[src/rtl/pip_pkg.sv]
// Shared pipeline definitions: stage state encoding, default widths and the
// writeback entry record used by the pipeline stage registers.
package pip_pkg;

    localparam int PIP_AW = 4;
    localparam int PIP_DW = 16;

    typedef enum logic [1:0] {
        ST_EMPTY = 2'd0,
        ST_ONE   = 2'd1,
        ST_TWO   = 2'd2
    } pip_state_e;

    // Default-width view of a pending register-file write.
    typedef struct packed {
        logic              wen;
        logic [PIP_AW-1:0] addr;
        logic [PIP_DW-1:0] data;
    } pip_entry_t;

    // Writes to a hard-wired zero register are demoted to non-writing entries.
    function automatic logic wen_filter(input logic wen, input logic addr_is_zero,
                                        input logic zero_reg);
        return wen & ~(zero_reg & addr_is_zero);
    endfunction

endpackage

[src/rtl/pip_wb_stage_if.sv]
// MEM->WB handshake, register-file write port and bypass lookup signals.
interface pip_wb_stage_if import pip_pkg::*; #(
    parameter int AW = PIP_AW,
    parameter int DW = PIP_DW
) ();

    logic          in_valid;
    logic          in_ready;
    logic          in_wen;
    logic [AW-1:0] in_addr;
    logic [DW-1:0] in_data;

    logic          out_valid;
    logic          out_ready;
    logic          out_wen;
    logic [AW-1:0] out_addr;
    logic [DW-1:0] out_data;

    logic [AW-1:0] fwd_raddr_a;
    logic [AW-1:0] fwd_raddr_b;
    logic          fwd_hit_a;
    logic          fwd_hit_b;
    logic [DW-1:0] fwd_data_a;
    logic [DW-1:0] fwd_data_b;

    // Upstream / write-port / bypass side.
    modport master (
        output in_valid, in_wen, in_addr, in_data, out_ready, fwd_raddr_a, fwd_raddr_b,
        input  in_ready, out_valid, out_wen, out_addr, out_data,
        input  fwd_hit_a, fwd_hit_b, fwd_data_a, fwd_data_b
    );

    // Stage register side.
    modport slave (
        input  in_valid, in_wen, in_addr, in_data, out_ready, fwd_raddr_a, fwd_raddr_b,
        output in_ready, out_valid, out_wen, out_addr, out_data,
        output fwd_hit_a, fwd_hit_b, fwd_data_a, fwd_data_b
    );

endinterface

[src/rtl/pip_fwd_cmp.sv]
// One bypass lookup port: matches a read address against the held head and
// skid entries, the younger skid entry taking priority.
module pip_fwd_cmp #(
    parameter int AW       = 4,
    parameter int DW       = 16,
    parameter bit ZERO_REG = 1'b1
) (
    input  logic          head_valid,
    input  logic          head_wen,
    input  logic [AW-1:0] head_addr,
    input  logic [DW-1:0] head_data,
    input  logic          skid_valid,
    input  logic          skid_wen,
    input  logic [AW-1:0] skid_addr,
    input  logic [DW-1:0] skid_data,
    input  logic [AW-1:0] raddr,
    output logic          hit,
    output logic [DW-1:0] data
);

    logic zero_block;
    logic skid_match;
    logic head_match;

    assign zero_block = ZERO_REG && (raddr == '0);
    assign skid_match = skid_valid && skid_wen && (skid_addr == raddr);
    assign head_match = head_valid && head_wen && (head_addr == raddr);

    always_comb begin
        hit  = 1'b0;
        data = '0;
        if (!zero_block) begin
            if (skid_match) begin
                hit  = 1'b1;
                data = skid_data;
            end else if (head_match) begin
                hit  = 1'b1;
                data = head_data;
            end
        end
    end

endmodule

[src/rtl/pip_wb_stage.sv]
// MEM/WB pipeline register with a 2-entry skid buffer, flush, zero-register
// write suppression and a two-port forwarding lookup into the held entries.
module pip_wb_stage import pip_pkg::*; #(
    parameter int AW       = PIP_AW,
    parameter int DW       = PIP_DW,
    parameter bit ZERO_REG = 1'b1
) (
    input  logic         clk,
    input  logic         rst,
    input  logic         flush,
    pip_wb_stage_if.slave bus
);

    typedef struct packed {
        logic          wen;
        logic [AW-1:0] addr;
        logic [DW-1:0] data;
    } entry_t;

    pip_state_e state_reg, state_next;
    entry_t     head_reg, head_next;
    entry_t     skid_reg, skid_next;
    entry_t     in_entry;

    logic head_valid;
    logic skid_valid;
    logic accept;
    logic fire;

    assign head_valid = (state_reg != ST_EMPTY);
    assign skid_valid = (state_reg == ST_TWO);

    // Accept deliberately omits rst: every flop is held in reset anyway, and
    // keeping the reset net out of the next-state logic keeps it purely async.
    assign accept = bus.in_valid && (state_reg != ST_TWO);
    assign fire   = head_valid && bus.out_ready;

    always_comb begin
        in_entry.wen  = wen_filter(bus.in_wen, bus.in_addr == '0, ZERO_REG);
        in_entry.addr = bus.in_addr;
        in_entry.data = bus.in_data;
    end

    always_ff @(posedge clk or negedge rst) begin
        if (!rst) begin
            state_reg <= ST_EMPTY;
            head_reg  <= '0;
            skid_reg  <= '0;
        end else begin
            state_reg <= state_next;
            head_reg  <= head_next;
            skid_reg  <= skid_next;
        end
    end

    always_comb begin
        state_next = state_reg;
        head_next  = head_reg;
        skid_next  = skid_reg;
        if (flush) begin
            state_next    = ST_EMPTY;
            head_next.wen = 1'b0;
            skid_next.wen = 1'b0;
        end else begin
            unique case (state_reg)
                ST_EMPTY: begin
                    if (accept) begin
                        state_next = ST_ONE;
                        head_next  = in_entry;
                    end
                end
                ST_ONE: begin
                    if (accept && fire) begin
                        head_next = in_entry;
                    end else if (accept) begin
                        state_next = ST_TWO;
                        skid_next  = in_entry;
                    end else if (fire) begin
                        state_next = ST_EMPTY;
                    end
                end
                ST_TWO: begin
                    if (fire) begin
                        state_next = ST_ONE;
                        head_next  = skid_reg;
                    end
                end
                default: state_next = ST_EMPTY;
            endcase
        end
    end

    // in_ready is low during reset even though state already reads EMPTY.
    assign bus.in_ready  = rst && (state_reg != ST_TWO);
    assign bus.out_valid = head_valid;
    assign bus.out_wen   = head_valid && head_reg.wen;
    assign bus.out_addr  = head_reg.addr;
    assign bus.out_data  = head_reg.data;

    logic [AW-1:0] fwd_raddr [2];
    logic          fwd_hit   [2];
    logic [DW-1:0] fwd_data  [2];

    assign fwd_raddr[0]   = bus.fwd_raddr_a;
    assign fwd_raddr[1]   = bus.fwd_raddr_b;
    assign bus.fwd_hit_a  = fwd_hit[0];
    assign bus.fwd_hit_b  = fwd_hit[1];
    assign bus.fwd_data_a = fwd_data[0];
    assign bus.fwd_data_b = fwd_data[1];

    generate
        for (genvar gi = 0; gi < 2; gi++) begin : g_fwd
            pip_fwd_cmp #(
                .AW       (AW),
                .DW       (DW),
                .ZERO_REG (ZERO_REG)
            ) u_cmp (
                .head_valid (head_valid),
                .head_wen   (head_reg.wen),
                .head_addr  (head_reg.addr),
                .head_data  (head_reg.data),
                .skid_valid (skid_valid),
                .skid_wen   (skid_reg.wen),
                .skid_addr  (skid_reg.addr),
                .skid_data  (skid_reg.data),
                .raddr      (fwd_raddr[gi]),
                .hit        (fwd_hit[gi]),
                .data       (fwd_data[gi])
            );
        end
    endgenerate

endmodule

[src/flat_wrapper.sv]
// flat-port wrapper written by rule: the top's interface ports become plain ports
module pip_wb_stage_flat import pip_pkg::*;
#(
    parameter int AW       = PIP_AW,
    parameter int DW       = PIP_DW,
    parameter bit ZERO_REG = 1'b1
)
  (clk, rst, flush, bus_in_valid, bus_in_wen, bus_in_addr, bus_in_data, bus_out_ready, bus_fwd_raddr_a, bus_fwd_raddr_b, bus_in_ready, bus_out_valid, bus_out_wen, bus_out_addr, bus_out_data, bus_fwd_hit_a, bus_fwd_hit_b, bus_fwd_data_a, bus_fwd_data_b);
  pip_wb_stage_if #(.AW(AW), .DW(DW)) bus_i ();
  input  logic clk;
  input  logic rst;
  input  logic flush;
  input wire logic [$bits(bus_i.in_valid)-1:0] bus_in_valid;
  input wire logic [$bits(bus_i.in_wen)-1:0] bus_in_wen;
  input wire logic [$bits(bus_i.in_addr)-1:0] bus_in_addr;
  input wire logic [$bits(bus_i.in_data)-1:0] bus_in_data;
  input wire logic [$bits(bus_i.out_ready)-1:0] bus_out_ready;
  input wire logic [$bits(bus_i.fwd_raddr_a)-1:0] bus_fwd_raddr_a;
  input wire logic [$bits(bus_i.fwd_raddr_b)-1:0] bus_fwd_raddr_b;
  output wire logic [$bits(bus_i.in_ready)-1:0] bus_in_ready;
  output wire logic [$bits(bus_i.out_valid)-1:0] bus_out_valid;
  output wire logic [$bits(bus_i.out_wen)-1:0] bus_out_wen;
  output wire logic [$bits(bus_i.out_addr)-1:0] bus_out_addr;
  output wire logic [$bits(bus_i.out_data)-1:0] bus_out_data;
  output wire logic [$bits(bus_i.fwd_hit_a)-1:0] bus_fwd_hit_a;
  output wire logic [$bits(bus_i.fwd_hit_b)-1:0] bus_fwd_hit_b;
  output wire logic [$bits(bus_i.fwd_data_a)-1:0] bus_fwd_data_a;
  output wire logic [$bits(bus_i.fwd_data_b)-1:0] bus_fwd_data_b;
  assign bus_i.in_valid = bus_in_valid;
  assign bus_i.in_wen = bus_in_wen;
  assign bus_i.in_addr = bus_in_addr;
  assign bus_i.in_data = bus_in_data;
  assign bus_i.out_ready = bus_out_ready;
  assign bus_i.fwd_raddr_a = bus_fwd_raddr_a;
  assign bus_i.fwd_raddr_b = bus_fwd_raddr_b;
  assign bus_in_ready = bus_i.in_ready;
  assign bus_out_valid = bus_i.out_valid;
  assign bus_out_wen = bus_i.out_wen;
  assign bus_out_addr = bus_i.out_addr;
  assign bus_out_data = bus_i.out_data;
  assign bus_fwd_hit_a = bus_i.fwd_hit_a;
  assign bus_fwd_hit_b = bus_i.fwd_hit_b;
  assign bus_fwd_data_a = bus_i.fwd_data_a;
  assign bus_fwd_data_b = bus_i.fwd_data_b;
  pip_wb_stage #(.AW(AW), .DW(DW), .ZERO_REG(ZERO_REG)) u_core (.clk(clk), .rst(rst), .flush(flush), .bus(bus_i));
endmodule
[config.mk]
export PLATFORM = sky130hd
export DESIGN_NAME = pip_wb_stage_flat
export DESIGN_NICKNAME = d
export VERILOG_FILES = /design/src/rtl/pip_pkg.sv /design/src/rtl/pip_wb_stage_if.sv /design/src/rtl/pip_fwd_cmp.sv /design/src/rtl/pip_wb_stage.sv /design/src/flat_wrapper.sv
export SDC_FILE = /design/constraint.sdc
export NUM_CORES = 1
export LEC_CHECK = 0
export CAP_MARGIN = 30
export CORE_ASPECT_RATIO = 1.1
export CORE_MARGIN = 8
export CORE_UTILIZATION = 52
export DETAILED_ROUTE_END_ITERATION = 10
export PLACE_DENSITY = 0.87
export SYNTH_ARGS = -nofsm -noshare
export SYNTH_HDL_FRONTEND = slang
export SYNTH_SLANG_ARGS = --single-unit
[constraint.sdc]
create_clock -name clk -period 3.3 [get_ports clk]
set_clock_uncertainty 0.15 [all_clocks]
set_input_delay 0.495 -clock clk [delete_from_list [all_inputs] [get_ports clk]]
set_output_delay 0.495 -clock clk [all_outputs]
set_load 0.01 [all_outputs]
Word-level counts from Yosys, hierarchy flattened --
Cells that the tools add are included.
Cells by class: bitwise gates (word level) 4, shift-type cells 0, add/subtract/negate cells 0, div/mod/pow operators 0, equal/unequal tests 16, reductions and logical operators 24, multiply operators 0, multiplexer cells 28, $lt $le $gt $ge 0
Operators by type and width (number):
- 21-bit 2-to-1 mux | 6
- 16-bit 2-to-1 mux | 6
- 21-bit one-hot mux with 3 select lines | 1
- 4-bit equality test | 4
- 4-bit zero test | 3
- 2-bit 2-to-1 mux | 6
- 4-bit AND reduction | 3
- 1-bit logical AND | 10
- 3-bit by 2-bit inequality test with 1-bit output (second input constant) | 3
- 1-bit 2-to-1 mux | 8
- 2-bit by 1-bit inequality test with 1-bit output (second input constant) | 3
- 2-bit one-hot mux with 3 select lines | 1
- 2-bit nonzero test | 3
- 5-bit AND reduction | 1
- 2-bit inequality test (second input constant) | 2
- 4-bit by 2-bit inequality test with 1-bit output (second input constant) | 1
- 4-bit nonzero test | 1
- 3-bit inequality test (second input constant) | 1
- 1-bit NOT | 3
- 3-bit AND reduction | 1
- 3-bit nonzero test | 1
- 2-bit by 1-bit equality test with 1-bit output (second input constant) | 1
- 2-bit equality test (second input constant) | 1
- 2-bit zero test | 1
- 1-bit bitwise AND | 1
Word-level totals: output and inout bits 57, memories 0, input bits 34, RAM bits 0, memory bits (read-only) 0, bits in latches 0, word-level logic and storage cells 79, register bits 44

Logic depth before layout (Yosys ltp) --
word-level depth 7, gate-level depth with buffers 8, depth with buffers taken out 4

Modules after synthesis --
Synthesis repeated with hierarchy kept, for this count alone.
Second synthesis, totals: cells, all modules 299, area total of the unflattened synthesis 3180.6 sq um
Modules (own cells, without submodules):
- pip_wb_stage | sequential area each 1101.1 sq um, cells each 157, area an instance 2152.1 sq um, times used 1
- pip_fwd_cmp | sequential area each 0.0 sq um, cells each 71, area an instance 514.2 sq um, times used 2

Least setup slack after synthesis --
Ideal clock, no wire load.
path type input port to output port, start point in bus_fwd_raddr_b[2], end point out bus_fwd_data_b[5], data required time 2.655 ns, cell stages on the path 5, setup slack 0.886 ns, arrival 1.769 ns, path buffers 1, path through xor2_1 nor4_4 buf_2 nand3_1 a211oi_1
Between the ends: word-level cells in the longest chain between the ends 5, elaborated cells on any way between the ends 8, those cells by class eq/ne: 2; mux: 3; reduce/logical: 3
RTL lines:
- start, declared | RTL line flat_wrapper.sv:19 | input wire logic [$bits(bus_i.fwd_raddr_b)-1:0] bus_fwd_raddr_b;
- 4-bit equality test | RTL line pip_fwd_cmp.sv:27 | assign head_match = head_valid && head_wen && (head_addr == raddr);
- 1-bit logical AND | RTL line pip_fwd_cmp.sv:27
- 16-bit 2-to-1 mux | RTL line pip_fwd_cmp.sv:36 | end else if (head_match) begin
- 16-bit 2-to-1 mux | RTL line pip_fwd_cmp.sv:33 | if (skid_match) begin
- 16-bit 2-to-1 mux * | RTL line pip_fwd_cmp.sv:32 | if (!zero_block) begin
- end, declared | RTL line flat_wrapper.sv:28 | output wire logic [$bits(bus_i.fwd_data_b)-1:0] bus_fwd_data_b;
Every way passes the cells marked *; elsewhere a longest branch is shown, timed or not.

Worst setup path after layout --
start point in bus_fwd_raddr_a[1], end point out bus_fwd_data_a[15]
Between the ends: word-level cells in the longest chain between the ends 5, elaborated cells on any way between the ends 8, those cells by class eq/ne: 2; mux: 3; reduce/logical: 3
RTL lines:
- start, declared | RTL line flat_wrapper.sv:18 | input wire logic [$bits(bus_i.fwd_raddr_a)-1:0] bus_fwd_raddr_a;
- 4-bit equality test | RTL line pip_fwd_cmp.sv:27
- 1-bit logical AND | RTL line pip_fwd_cmp.sv:27
- 16-bit 2-to-1 mux | RTL line pip_fwd_cmp.sv:36
- 16-bit 2-to-1 mux | RTL line pip_fwd_cmp.sv:33
- 16-bit 2-to-1 mux * | RTL line pip_fwd_cmp.sv:32
- end, declared | RTL line flat_wrapper.sv:27 | output wire logic [$bits(bus_i.fwd_data_a)-1:0] bus_fwd_data_a;
Marked as above.

==> impl_metrics.prom <==
# TYPE chip_impl_metric gauge
chip_impl_metric{name="comb_power_share",unit=""} 0.333
chip_impl_info{name="slowest_stage",value="clkdlybuf4s50_1"} 1
chip_impl_metric{name="post_synth.cell_area_avg",unit="um^2"} 10.4
chip_impl_metric{name="number_of_buffer_cells_added_on_primary_ports",unit=""} 90
chip_impl_info{name="synth_top_family_by_area",value="compound AO/OA/AOI/OAI gates"} 1
chip_impl_info{name="timing.critical_path.cells",value="clkdlybuf4s50_1, xor2_1, nor3_1, nand3_1, buf_4, a221oi_2, clkdlybuf4s50_1"} 1
chip_impl_metric{name="critical_path.max_fanout",unit=""} 6
chip_impl_metric{name="synth-warning-count",unit=""} 0
chip_impl_metric{name="power.sequential.fraction",unit=""} 0.442
chip_impl_info{name="outcome",value="complete, no violations"} 1
chip_impl_metric{name="synth_enable_flop_cells",unit=""} 0
chip_impl_metric{name="io_pins",unit=""} 91
chip_impl_metric{name="adder_cell_area_share_of_the_yosys_netlist",unit=""} 0
chip_impl_metric{name="wl_per_cell",unit="um"} 21.7
chip_impl_metric{name="worst_slew_pin_slew",unit="ns"} 0.708
chip_impl_metric{name="final_antenna_net_count",unit=""} 0
chip_impl_metric{name="slew_viol_final",unit=""} 0
chip_impl_metric{name="max-cap-violations",unit=""} 0
chip_impl_metric{name="power.switching_fraction",unit=""} 0.357
chip_impl_metric{name="setup_violations",unit=""} 0
chip_impl_metric{name="post_cts_setup_buffer_count",unit=""} 0
chip_impl_metric{name="post_synth_mux_area_share",unit=""} 0.184
chip_impl_metric{name="p_leak",unit="nW"} 1.98
chip_impl_metric{name="share_of_layout_cells_above_drive_strength_1",unit=""} 0.244
chip_impl_metric{name="finish.net_count",unit=""} 430
chip_impl_metric{name="critical_path_arrival",unit="ns"} 2.64
chip_impl_metric{name="via_count_of_the_first_global_routing_pass",unit=""} 3118
chip_impl_metric{name="detail_route.iter0.violations",unit=""} 333
chip_impl_metric{name="grt-ovfl-total",unit=""} 0
chip_impl_metric{name="worst_path_required_time",unit="ns"} 2.65
chip_impl_metric{name="routability_congestion_estimate_from_global_placement",unit=""} 0.871
chip_impl_info{name="hold_class",value="input port to asynchronous set/reset pin"} 1
chip_impl_metric{name="h_tree_level_count",unit=""} 2
chip_impl_metric{name="ctsLongestPathBuffers",unit=""} 2
chip_impl_metric{name="first_pass_grt_wire_length",unit="um"} 15600
chip_impl_metric{name="area_delta_synth_final",unit="%"} 43.9
chip_impl_metric{name="detailed_place_hpwl",unit="um"} 7220
chip_impl_metric{name="dr.pass1.iters",unit=""} 5
chip_impl_info{name="dominantRegCellSynth",value="dfrtp_1"} 1
chip_impl_metric{name="synth_simple_gate_area_frac",unit=""} 0.114
chip_impl_info{name="endpoint_kind",value="output pin"} 1
chip_impl_metric{name="die_outline_area",unit="mm^2"} 0.00855
chip_impl_info{name="r2r_start",value="u_core.state_reg[1]"} 1
chip_impl_metric{name="cts.reportedPaths.clkPinSlew",unit="ns"} 0.09
chip_impl_info{name="cts_root_buf",value="clkbuf_8"} 1
chip_impl_metric{name="ir_drop",unit="mV"} 0.275
chip_impl_metric{name="final_area",unit="mm^2"} 0.00437
chip_impl_metric{name="post_synth_num_cell_types",unit=""} 42
chip_impl_metric{name="clock_sink_count",unit=""} 44
chip_impl_metric{name="seqCellArea",unit="mm^2"} 0.00110
chip_impl_metric{name="final_hold_viol_count",unit=""} 0
chip_impl_metric{name="route.detailed.vias_per_inst",unit=""} 6.47
chip_impl_metric{name="die_width",unit="um"} 88.9
chip_impl_info{name="synth_commonest_cells",value="dfrtp_1 (44), nand3_1 (33), mux2_1 (27)"} 1
chip_impl_metric{name="worstSkewPairLatency",unit="ns"} 0.29
chip_impl_metric{name="largest_register_ffs",unit=""} 21
chip_impl_metric{name="post-route-period-util",unit=""} 0.995
chip_impl_metric{name="finalCriticalPeriod",unit="ns"} 3.28
chip_impl_metric{name="start_util",unit=""} 0.533
chip_impl_metric{name="postRouteWirelength",unit="um"} 10300
chip_impl_metric{name="timing.fmax",unit="GHz"} 0.304
chip_impl_metric{name="synth.net_count",unit=""} 325
chip_impl_metric{name="post_synth_inst_count",unit=""} 291
chip_impl_info{name="ys_top_cells_by_area",value="dfrtp_1 (36%), mux2_1 (10%), nand3_1 (5.4%), a221oi_2 (4.9%), mux2_2 (4.8%)"} 1
chip_impl_info{name="cpMostUsedCell",value="clkdlybuf4s50_1"} 1
chip_impl_metric{name="yosys.area_share.xor_xnor",unit=""} 0.0515
chip_impl_info{name="criticalPathCategory",value="input port to output pin"} 1
chip_impl_metric{name="track_usage",unit=""} 0.232
chip_impl_metric{name="p_int",unit="mW"} 1.20
chip_impl_metric{name="synth_seq_area_share",unit=""} 0.362
chip_impl_metric{name="grt_antenna_before_repair",unit=""} 0
chip_impl_metric{name="vias",unit=""} 3065
chip_impl_metric{name="cellPowerDensity",unit="mW/mm^2"} 428
chip_impl_metric{name="filler_cells",unit=""} 396
chip_impl_metric{name="synth_top_area_share",unit=""} 0.362
chip_impl_metric{name="netlist_area_before_placement",unit="mm^2"} 0.00304
chip_impl_info{name="kind_of_start_point_of_the_critical_path",value="input port"} 1
chip_impl_metric{name="pin_count_of_the_biggest_net_entering_global_routing",unit=""} 45
chip_impl_metric{name="placed_cell_area",unit="mm^2"} 0.00413
chip_impl_metric{name="power.share.clock",unit=""} 0.224
chip_impl_info{name="cp-startpoint",value="bus_fwd_raddr_a[1]"} 1
chip_impl_metric{name="post_synthesis_compound_gate_area_fraction",unit=""} 0.235
chip_impl_metric{name="hold_buffers",unit=""} 0
chip_impl_metric{name="antennaDiodeCount",unit=""} 0
chip_impl_info{name="tritoncts_clock_tree",value="done"} 1
chip_impl_metric{name="multi_input_gate_area",unit="mm^2"} 0.00189
chip_impl_metric{name="die_h",unit="um"} 96.2
chip_impl_metric{name="rows",unit=""} 29
chip_impl_metric{name="switchingPower",unit="uW"} 669
chip_impl_info{name="cell_type_contributing_the_most_total_cell_area_after_synthesis",value="dfrtp_1"} 1
chip_impl_metric{name="worst_max_slew_margin_expressed_relative_to_the_limit",unit=""} 0.528
chip_impl_metric{name="cts_inserted_buffers",unit=""} 5
chip_impl_metric{name="core_region_area",unit="mm^2"} 0.00570
chip_impl_metric{name="ys_seq_elements",unit=""} 44
chip_impl_metric{name="remaining_drc_errors",unit=""} 0
chip_impl_metric{name="ys_async_sr_fraction",unit=""} 1.00
chip_impl_metric{name="cpPeakStageDelay",unit="ns"} 0.59
chip_impl_metric{name="fin_tns_setup",unit="ns"} 0
chip_impl_info{name="synth.most_common_cell",value="dfrtp_1"} 1
==> stage by stage <==
step | setup WS [ns] | hold slack, ns | utilization | power (mW) | std cells
detailed placement | -0.177 | 0.365 | 0.726 | 1.41 | 465
finish | 0.0159 | 0.218 | 0.768 | 1.87 | 474
global route | -0.0829 | 0.258 | 0.768 | 1.95 | 474
CTS | 0.00297 | 0.220 | 0.747 | 1.84 | 473
floorplan | 0.886 | 0.0494 | - | 1.10 | 291
global placement | -0.119 | 0.352 | 0.726 | 1.39 | 465
==> placed cells by master, fill, tap and decap left out, types with 11 or more instances in the layout <==
cell type         n
a21oi_1          23
a221oi_2         16
buf_4            32
clkdlybuf4s50_1  57
dfrtp_1          44
dlygate4sd2_1    18
dlymetal6s2s_1   14
mux2_1           27
mux2_2           13
mux2i_1          11
nand3_1          33
o21ai_0          21
o21ai_1          11
==> layout make-up <==
type | instances | area share
Inverter | 2 | 0.00172
Sequential cell | 44 | 0.252
Tap cell | 77 | 0.0220
Multi-Input combinational cell | 220 | 0.433
Clock inverter | 3 | 0.00973
Clock buffer | 5 | 0.0157
Timing Repair Buffer | 123 | 0.266
==> what timing repair did <==
action,CTS,global route
pin swaps,0,1
cloned,0,0
gates resized for setup,24,24
endpoints found under the hold margin,0,0
endpoints found under the setup margin,28,14
==> worst max-delay path: cells and delay by family <==
family	cells	cell delay (ns)
xor gates and xnor gates	1	0.21
buffers and inverters	3	1.30
and+or+nand+nor	2	0.36
AOI/OAI and AO/OA	1	0.28
==> final timing paths <==
kind	end	slack, ns	cells after the start
hold / removal	u_core.skid_reg[1]	0.22	2
max in group asynchronous	u_core.skid_reg[18]	2.39	2
min in group clk	u_core.head_reg[20]	0.41	1
setup reg to reg	u_core.skid_reg[12]	1.15	4
setup / recovery	bus_fwd_data_a[15]	0.02	7
hold reg to reg	u_core.head_reg[20]	0.41	1
==> cells by family (layout without fill, tap and decap cells) <==
family	after synthesis	after routing
AO/OA/AOI/OAI	95	95
AND/OR/NAND/NOR	57	57
multiplexers	51	51
flip-flops	44	44
buffers and inverters	27	133
XOR/XNOR	17	17
==> layer usage <==
metal  routed length [um]  share of wire  GRT usage
met3                 1150           0.11     0.0555
met1                 3780           0.37      0.272
met4                  288          0.028     0.0733
met5                    0              0          0
met2                 5060           0.49      0.406
==> power by group through the flow <==
stage / Clock (mW) / Sequential, mW / Combinational [mW]
after floorplan: 0 / 0.796 / 0.301
after CTS: 0.423 / 0.815 / 0.598
after global placement: 0 / 0.819 / 0.568
after global routing: 0.439 / 0.842 / 0.668
final: 0.420 / 0.829 / 0.625
after detailed placement: 0 / 0.823 / 0.591
No activity file was read; power rests on OpenSTA's default activity.
